File: src/rtl/rpn_ctrl_pkg.sv
// Shared types and constants for the RPN stack controller.
// Holds FSM state, undo-history kind, ALU opcode values and flag bit positions.
package rpn_ctrl_pkg;

  typedef enum logic {
    StIdle,
    StExec
  } state_e;

  typedef enum logic [1:0] {
    HistNone,
    HistPush,
    HistOp
  } hist_e;

  localparam logic [1:0] OpAdd = 2'b00;
  localparam logic [1:0] OpSub = 2'b01;
  localparam logic [1:0] OpAnd = 2'b10;
  localparam logic [1:0] OpOr  = 2'b11;

  localparam int unsigned FlagN = 4;
  localparam int unsigned FlagZ = 3;
  localparam int unsigned FlagC = 2;
  localparam int unsigned FlagV = 1;
  localparam int unsigned FlagP = 0;

  localparam int unsigned NumFlags = 5;

endpackage

File: src/rtl/operand_stack_regfile.sv
// Operand stack storage: DEPTH x WIDTH registers, two write ports, and
// combinational reads of the top two live entries selected by the current depth.
module operand_stack_regfile #(
  parameter int unsigned Width = 16,
  parameter int unsigned Depth = 4
) (
  input  logic                         clk_i,
  input  logic                         reset_i,
  input  logic [$clog2(Depth+1)-1:0]   depth_i,
  input  logic                         wa_en_i,
  input  logic [$clog2(Depth)-1:0]     wa_addr_i,
  input  logic [Width-1:0]             wa_data_i,
  input  logic                         wb_en_i,
  input  logic [$clog2(Depth)-1:0]     wb_addr_i,
  input  logic [Width-1:0]             wb_data_i,
  output logic [Width-1:0]             top_o,
  output logic [Width-1:0]             next_o
);

  localparam int unsigned DW = $clog2(Depth + 1);
  localparam int unsigned AW = $clog2(Depth);

  logic [Width-1:0] mem_q [Depth];
  logic [AW-1:0]    top_idx;
  logic [AW-1:0]    next_idx;

  always_ff @(posedge clk_i) begin
    if (reset_i) begin
      for (int i = 0; i < Depth; i++) begin
        mem_q[i] <= '0;
      end
    end else begin
      if (wa_en_i) mem_q[wa_addr_i] <= wa_data_i;
      if (wb_en_i) mem_q[wb_addr_i] <= wb_data_i;
    end
  end

  always_comb begin
    top_idx  = AW'(depth_i - DW'(1));
    next_idx = AW'(depth_i - DW'(2));
    top_o    = (depth_i == '0)     ? '0 : mem_q[top_idx];
    next_o   = (depth_i < DW'(2))  ? '0 : mem_q[next_idx];
  end

endmodule

File: src/rtl/rpn_stack_controller.sv
// Stack-machine sequencer around a combinational ALU: push on enter, pop two and
// write back on op (two-cycle IDLE/EXEC), and a single-level undo of the last push or op.
module rpn_stack_controller
  import rpn_ctrl_pkg::*;
#(
  parameter int unsigned WIDTH = 16,
  parameter int unsigned DEPTH = 4
) (
  input  logic                         clk,
  input  logic                         reset,
  input  logic                         enter_pulse,
  input  logic                         op_pulse,
  input  logic                         undo_pulse,
  input  logic [WIDTH-1:0]             data_in,
  input  logic [1:0]                   opcode_in,
  input  logic [WIDTH-1:0]             alu_result,
  input  logic [4:0]                   alu_flags,
  output logic [WIDTH-1:0]             alu_a,
  output logic [WIDTH-1:0]             alu_b,
  output logic [1:0]                   alu_opcode,
  output logic [WIDTH-1:0]             top,
  output logic [$clog2(DEPTH+1)-1:0]   depth,
  output logic [4:0]                   flags,
  output logic                         busy,
  output logic                         error,
  output logic [2:0]                   status
);

  localparam int unsigned DW = $clog2(DEPTH + 1);
  localparam int unsigned AW = $clog2(DEPTH);
  localparam logic [DW-1:0] DepthMax = DW'(DEPTH);

  state_e           state_q, state_d;
  hist_e            hist_q, hist_d;
  logic [DW-1:0]    depth_q, depth_d;
  logic [WIDTH-1:0] saved_a_q, saved_a_d;
  logic [WIDTH-1:0] saved_b_q, saved_b_d;
  logic [4:0]       saved_flags_q, saved_flags_d;
  logic [4:0]       flags_q, flags_d;
  logic [WIDTH-1:0] alu_a_q, alu_a_d;
  logic [WIDTH-1:0] alu_b_q, alu_b_d;
  logic [1:0]       alu_opc_q, alu_opc_d;
  logic             error_q, error_d;

  logic             wa_en, wb_en;
  logic [AW-1:0]    wa_addr, wb_addr;
  logic [WIDTH-1:0] wa_data, wb_data;
  logic [WIDTH-1:0] rd_top, rd_next;

  operand_stack_regfile #(
    .Width (WIDTH),
    .Depth (DEPTH)
  ) u_stack (
    .clk_i     (clk),
    .reset_i   (reset),
    .depth_i   (depth_q),
    .wa_en_i   (wa_en),
    .wa_addr_i (wa_addr),
    .wa_data_i (wa_data),
    .wb_en_i   (wb_en),
    .wb_addr_i (wb_addr),
    .wb_data_i (wb_data),
    .top_o     (rd_top),
    .next_o    (rd_next)
  );

  always_ff @(posedge clk) begin
    if (reset) begin
      state_q       <= StIdle;
      hist_q        <= HistNone;
      depth_q       <= '0;
      saved_a_q     <= '0;
      saved_b_q     <= '0;
      saved_flags_q <= '0;
      flags_q       <= '0;
      alu_a_q       <= '0;
      alu_b_q       <= '0;
      alu_opc_q     <= '0;
      error_q       <= 1'b0;
    end else begin
      state_q       <= state_d;
      hist_q        <= hist_d;
      depth_q       <= depth_d;
      saved_a_q     <= saved_a_d;
      saved_b_q     <= saved_b_d;
      saved_flags_q <= saved_flags_d;
      flags_q       <= flags_d;
      alu_a_q       <= alu_a_d;
      alu_b_q       <= alu_b_d;
      alu_opc_q     <= alu_opc_d;
      error_q       <= error_d;
    end
  end

  always_comb begin
    state_d       = state_q;
    hist_d        = hist_q;
    depth_d       = depth_q;
    saved_a_d     = saved_a_q;
    saved_b_d     = saved_b_q;
    saved_flags_d = saved_flags_q;
    flags_d       = flags_q;
    alu_a_d       = alu_a_q;
    alu_b_d       = alu_b_q;
    alu_opc_d     = alu_opc_q;
    error_d       = error_q;
    wa_en         = 1'b0;
    wa_addr       = '0;
    wa_data       = '0;
    wb_en         = 1'b0;
    wb_addr       = '0;
    wb_data       = '0;

    unique case (state_q)
      StIdle: begin
        // Priority undo > op > enter; losers are simply dropped.
        if (undo_pulse) begin
          if (hist_q == HistPush) begin
            depth_d = depth_q - DW'(1);
            hist_d  = HistNone;
            error_d = 1'b0;
          end else if (hist_q == HistOp) begin
            // Result slot gets operand a back; b lands one above it.
            wa_en   = 1'b1;
            wa_addr = AW'(depth_q - DW'(1));
            wa_data = saved_a_q;
            wb_en   = 1'b1;
            wb_addr = AW'(depth_q);
            wb_data = saved_b_q;
            depth_d = depth_q + DW'(1);
            flags_d = saved_flags_q;
            hist_d  = HistNone;
            error_d = 1'b0;
          end else begin
            error_d = 1'b1;
          end
        end else if (op_pulse) begin
          if (depth_q >= DW'(2)) begin
            alu_a_d       = rd_next;
            alu_b_d       = rd_top;
            alu_opc_d     = opcode_in;
            saved_a_d     = rd_next;
            saved_b_d     = rd_top;
            saved_flags_d = flags_q;
            state_d       = StExec;
          end else begin
            error_d = 1'b1;
          end
        end else if (enter_pulse) begin
          if (depth_q < DepthMax) begin
            wa_en   = 1'b1;
            wa_addr = AW'(depth_q);
            wa_data = data_in;
            depth_d = depth_q + DW'(1);
            hist_d  = HistPush;
            error_d = 1'b0;
          end else begin
            error_d = 1'b1;
          end
        end
      end
      StExec: begin
        wa_en   = 1'b1;
        wa_addr = AW'(depth_q - DW'(2));
        wa_data = alu_result;
        flags_d = alu_flags;
        depth_d = depth_q - DW'(1);
        hist_d  = HistOp;
        error_d = 1'b0;
        state_d = StIdle;
      end
      default: state_d = StIdle;
    endcase
  end

  always_comb begin
    alu_a      = alu_a_q;
    alu_b      = alu_b_q;
    alu_opcode = alu_opc_q;
    top        = rd_top;
    depth      = depth_q;
    flags      = flags_q;
    busy       = (state_q == StExec);
    error      = error_q;
    status     = {error_q, (state_q == StExec), (hist_q != HistNone)};
  end

endmodule

File: config.mk
export PLATFORM = sky130hd
export DESIGN_NAME = rpn_stack_controller
export DESIGN_NICKNAME = d
export VERILOG_FILES = /design/src/rtl/rpn_ctrl_pkg.sv /design/src/rtl/operand_stack_regfile.sv /design/src/rtl/rpn_stack_controller.sv
export SDC_FILE = /design/constraint.sdc
export NUM_CORES = 1
export LEC_CHECK = 0
export ABC_AREA = 0
export BUFFER_PORTS_ARGS = -buffer_cell sky130_fd_sc_hd__buf_2
export CELL_PAD_IN_SITES_DETAIL_PLACEMENT = 0
export CELL_PAD_IN_SITES_GLOBAL_PLACEMENT = 1
export CORE_MARGIN = 5
export CORE_UTILIZATION = 47
export DETAILED_ROUTE_END_ITERATION = 8
export PLACE_DENSITY = 0.84
export SLEW_MARGIN = 20
export SYNTH_ARGS = -nofsm -noshare
export SYNTH_HDL_FRONTEND = slang
export SYNTH_SLANG_ARGS = --single-unit
File: constraint.sdc
create_clock -name clk -period 9.56 [get_ports clk]
set_clock_uncertainty 0.05 [all_clocks]
set_input_delay 0.956 -clock clk [delete_from_list [all_inputs] [get_ports clk]]
set_output_delay 0.956 -clock clk [all_outputs]
set_load 0.01 [all_outputs]
Word level (Yosys, flattened, before mapping):

Memory sizes are Yosys's and may differ from the RTL's. A register that Yosys moved wholly into a read port is not among the register bits.
Index checks and enable logic that the tools add are counted.
Widths: inputs -> output; s select.

* input port bits: 44
* memories kept: 1
* flip-flop bits (word level): 35
* word-level logic and storage cells: 111
* output and inout bits: 63
* bits in writable memories: 64

Memory list
* u_stack.mem_q: words 4, bits a word 16, read ports 2, clocked after memory_dff 1, write ports 4, RTL line operand_stack_regfile.sv:23 `logic [Width-1:0] mem_q [Depth];`

* add/subtract/negate cells: 3
* bitwise logic cells: 2
* equality and inequality tests: 11
* reductions and logical operators: 8
* multiplexer cells: 76
* order comparisons: 2

Operator list (number)
* $mux 16: 13
* $mux 2: 18
* $pmux 16 s2: 1
* $reduce_or 16->1: 2
* $mux 1: 28
* $mux 3: 6
* $mux 5: 3
* $ne 4x4->1 const B: 3
* $pmux 5 s2: 1
* $ne 3x3->1 const B: 3
* $pmux 2 s2: 2
* $reduce_and 4->1: 2
* $ne 2x2->1 const B: 3
* $pmux 1 s2: 3
* $pmux 3 s2: 1
* $add 3x1->3 const B: 1
* $ge 3x2->1 const B: 1
* $logic_not 3->1: 1
* $lt 3x3->1 const B: 1
* $reduce_and 3->1: 1
* $sub 3x1->3 const B: 1
* $eq 2x1->1 const B: 1
* $eq 2x2->1 const B: 1
* $not 1->1: 2
* other kinds (3): 3

Longest topological paths before layout:

* word-level depth: 11
* gate-level depth with buffers: 9
* depth with buffers taken out: 6

Hierarchy:

Synthesis repeated with hierarchy kept, for this count alone.

* cell total of the unflattened synthesis: 629
* area, all modules: 6441.2 um^2

By module, submodules not included
* operand_stack_regfile: cells an instance 293, times used 1, area an instance 3892.5 um^2, sequential area each 1921.8 um^2
* rpn_stack_controller: cells an instance 336, times used 1, area an instance 2548.7 um^2, sequential area each 1021.0 um^2

Least setup slack after synthesis:

Ideal clock, no wire load.

* kind: input -> register
* start point: input undo_pulse
* end point: memory u_stack.mem_q[0][0] (enable)
* stages: 3
* arrival: 3.236 ns
* setup slack: 5.827 ns
* cells stage by stage: buf_6 nand2_1 o311ai_0

RTL lines
* start: declaration: RTL line rpn_stack_controller.sv:13 `input logic undo_pulse,`
* end: declaration: RTL line operand_stack_regfile.sv:23

Worst setup path after layout:

* start point: register depth_q[0] (netlist: depth[0])
* end point: output top[15]

* longest elaborated chain between the ends: 3

RTL lines
* start: declaration: RTL line rpn_stack_controller.sv:35 `logic [DW-1:0] depth_q, depth_d;`
* start signal: assignment: RTL line rpn_stack_controller.sv:83 `depth_q <= depth_d;`
* $sub 3x1->3: RTL line operand_stack_regfile.sv:39 `top_idx = AW'(depth_i - DW'(1));`
* $mem_v2 4x16
* $mux 16 (*): RTL line operand_stack_regfile.sv:41 `top_o = (depth_i == '0) ? '0 : mem_q[top_idx];`
* end: declaration: RTL line rpn_stack_controller.sv:21 `output logic [WIDTH-1:0] top,`

Every way passes the cells marked *; elsewhere a longest branch is shown, timed or not.

==> metrics.cfg <==
[clock_network]
cts_hold_buf = 0
htreeDepth = 4
path_clk_slew_ns = 0.05
cts-root-buf = clkbuf_16
cts_buffers = 17
tritoncts = yes
insertion_delay_ns = 0.42
clkSinkCount = 115
post_cts_resized = 0
post_cts_buffers = 0
cts_buffer_depth = 2

[power]
ir_drop_mv = 0.113
p_sw_share_pct = 23.2
totalPowerFinal_w = 0.00138
p_comb_share_pct = 12.0
p_switching_w = 0.000320
internal_power_w = 0.00106
p_leak_nw = 2.90
clkPwrFrac_pct = 48.4
pwr-share-seq_pct = 39.6
power.density_nw_per_um2 = 183

[logic_synthesis]
ys_seq_elements = 115
syn-num-nets = 650
synth_cell_type_count = 50
yosysWarnings = 0
synth_cells = 599
syn_avg_cell_area_sq_um = 10.4
syn-cell-area_sq_um = 6250
ys_seq_area_share_pct = 47.1

[sta]
fin_ws_ns = 5.28
setup_viol = 0
min_period_ns = 4.28
finalHoldViolations = 0
max_slew_margin_pct = 33.0
fin_hold_ws_ns = 0.400
period_share_pct = 44.8
fmax_mhz = 234
drv_slew = 0
rsz0062_at_grt = no
tns_ns = 0
tightest_slew_ns = 1.00

[place]
gp_routability_congestion = 0.780
post-place-ws_ns = 5.37
io_buffers = 106
dp_hpwl_mm = 11.8
dpl-instance-area_sq_um = 6880

[setup_path]
cp-end-kind = primary output
slowest_stage = ha_1
worstPathArrival_ns = 3.27
worst_setup_path_start_kind = flop
crit_path_frequent_cell = buf_4
crit_path_max_fanout = 40
cp_cell_sequence = buf_4 -> inv_1 -> ha_1 -> buf_4 -> mux4_2 -> nor2b_1 -> buf_2
critPathKind = flop to primary output
worstPathRequired_ns = 8.55
cpPeakStageDelay_ns = 0.59

[cells_and_area]
drive_above_1_share_pct = 29.2
antennaDiodeCount = 0
layout_commonest_cell = nand2_1
final_cell_area_sq_um = 7520
areaGrowthSynthToFinish_pct = 20.4
finalNetCount = 740
final_cell_mix = nand2_1 (148), buf_2 (106), edfxtp_1 (64)

[global_routing]
grt_usage_pct = 22.9
grt_antenna_before_repair = 0
grt-ovfl-total = 0
grt_start_max_net_pins = 58
grt_pass1_wl_mm = 28.3
grt_pass1_vias = 5210

[drt]
routedWlPerCell_um = 20.3
first_iter_violations = 445
vias = 5125
via_per_inst = 5.84
firstDrtPassIters = 4
drc = 0
wirelength_mm = 17.8
ant_nets = 0

[floorplan]
die_h_um = 125
core_area_sq_um = 13100
io-pin-count = 107
initial_utilization_pct = 47.6
num_rows = 42
die_w_um = 125
dieArea_sq_um = 15700

[min_path]
min_path_type = flop to flop

[job]
maxCapViolCount = 0

[status]
outcome = completed

kinds of logic (layout without fill, tap and decap cells):
| family | count (synthesis) | count (layout) | share of synthesized area [%] |
|---|---|---|---|
| compound gates | 143 | 143 | 14.9 |
| fa+ha+maj | 7 | 7 | 1.40 |
| buf+inv | 73 | 176 | 5.47 |
| xor+xnor | 2 | 2 | 0.280 |
| flops | 115 | 115 | 47.1 |
| mux | 58 | 58 | 15.8 |
| simple gates | 201 | 201 | 15.1 |
area by class of cell:
type | instances | area (sq um)
Multi-Input combinational cell | 411 | 2990
Clock inverter | 5 | 52.6
Tap cell | 176 | 220
Fill cell | 1143 | 5610
Sequential cell | 115 | 2950
Inverter | 24 | 90.1
Timing Repair Buffer | 120 | 636
Clock buffer | 27 | 588
synth_stat cells, drive strengths merged:
cell	instances	share of area [%]
nor4bb	1	0.16
o311ai	1	0.14
a221o	1	0.16
ha	7	1.4
nor4	4	0.70
o22a	1	0.14
nand3	1	0.080
mux4	32	12
o21ai	36	2.9
buf	18	2.1
a221oi	16	2.2
a211o	17	2.4
edfxtp	64	31
a21o	1	0.12
nand2b	2	0.20
nor2	12	0.72
o211a	1	0.16
xnor2	2	0.28
o31ai	17	2.3
mux2i	21	3.4
or4	2	0.24
clkbuf	31	1.9
and3b	1	0.14
dfxtp	51	16
or2	2	0.20
nor3	1	0.080
nor4b	1	0.38
nor2b	19	1.9
o22ai	1	0.10
a21oi	47	3.8
and3	1	0.10
nand2	148	8.9
mux2	5	0.90
a211oi	2	0.24
nand4b	2	0.62
o211ai	1	0.12
nor3b	1	0.12
o21a	1	0.12
inv	24	1.4
or4b	3	0.54
flip-flops by register name (all words and copies together) (netlist names):
name and cells:
u_stack.mem_q 64, alu_a 16, alu_b 16, flags 5, saved_flags_q 5, depth 3
alu_opcode 2, hist_q 2, busy 1, error 1
critical path: cells and delay by family (launching register included):
family | cells | cell delay, ns
DFF | 1 | 0.31
muxes | 1 | 0.53
adders and majority gates | 1 | 0.59
buffers and inverters | 4 | 1.24
and+or+nand+nor | 1 | 0.17
per-layer routing:
layer  global-route usage (%)  part of all wire [%]  vias up
li1                         -                     -     2369
met1                     29.2                    41     2537
met2                     38.3                    49      189
met3                     5.20                   7.2       30
met4                     8.61                   2.0        0
met5                        0                     0        -
final timing paths:
check              startpoint             endpoint  slack [ns]  cells past startpoint
max                  depth[0]              top[15]        5.28                      7
min          saved_flags_q[2]     saved_flags_q[2]        0.40                      2
max reg2reg         hist_q[1]  u_stack.mem_q[1][4]        5.82                      6
min reg2reg  saved_flags_q[2]     saved_flags_q[2]        0.40                      2
through the flow:
step	utilization, %	std cells
5_1_grt	57.3	878
4_1_cts	57.3	878
3_3_place_gp	52.4	846
6_report	57.3	878
3_5_place_dp	52.4	846
2_1_floorplan	-	599
power groups by stage:
stage / logic, W / registers (W) / clock network, W
after floorplan: 0.000116 / 0.000554 / 0
after global placement: 0.000162 / 0.000554 / 0
after detailed placement: 0.000165 / 0.000555 / 0
after CTS: 0.000166 / 0.000545 / 0.000674
after global routing: 0.000179 / 0.000547 / 0.000698
final: 0.000166 / 0.000546 / 0.000667
No activity file was read; power rests on OpenSTA's default activity.
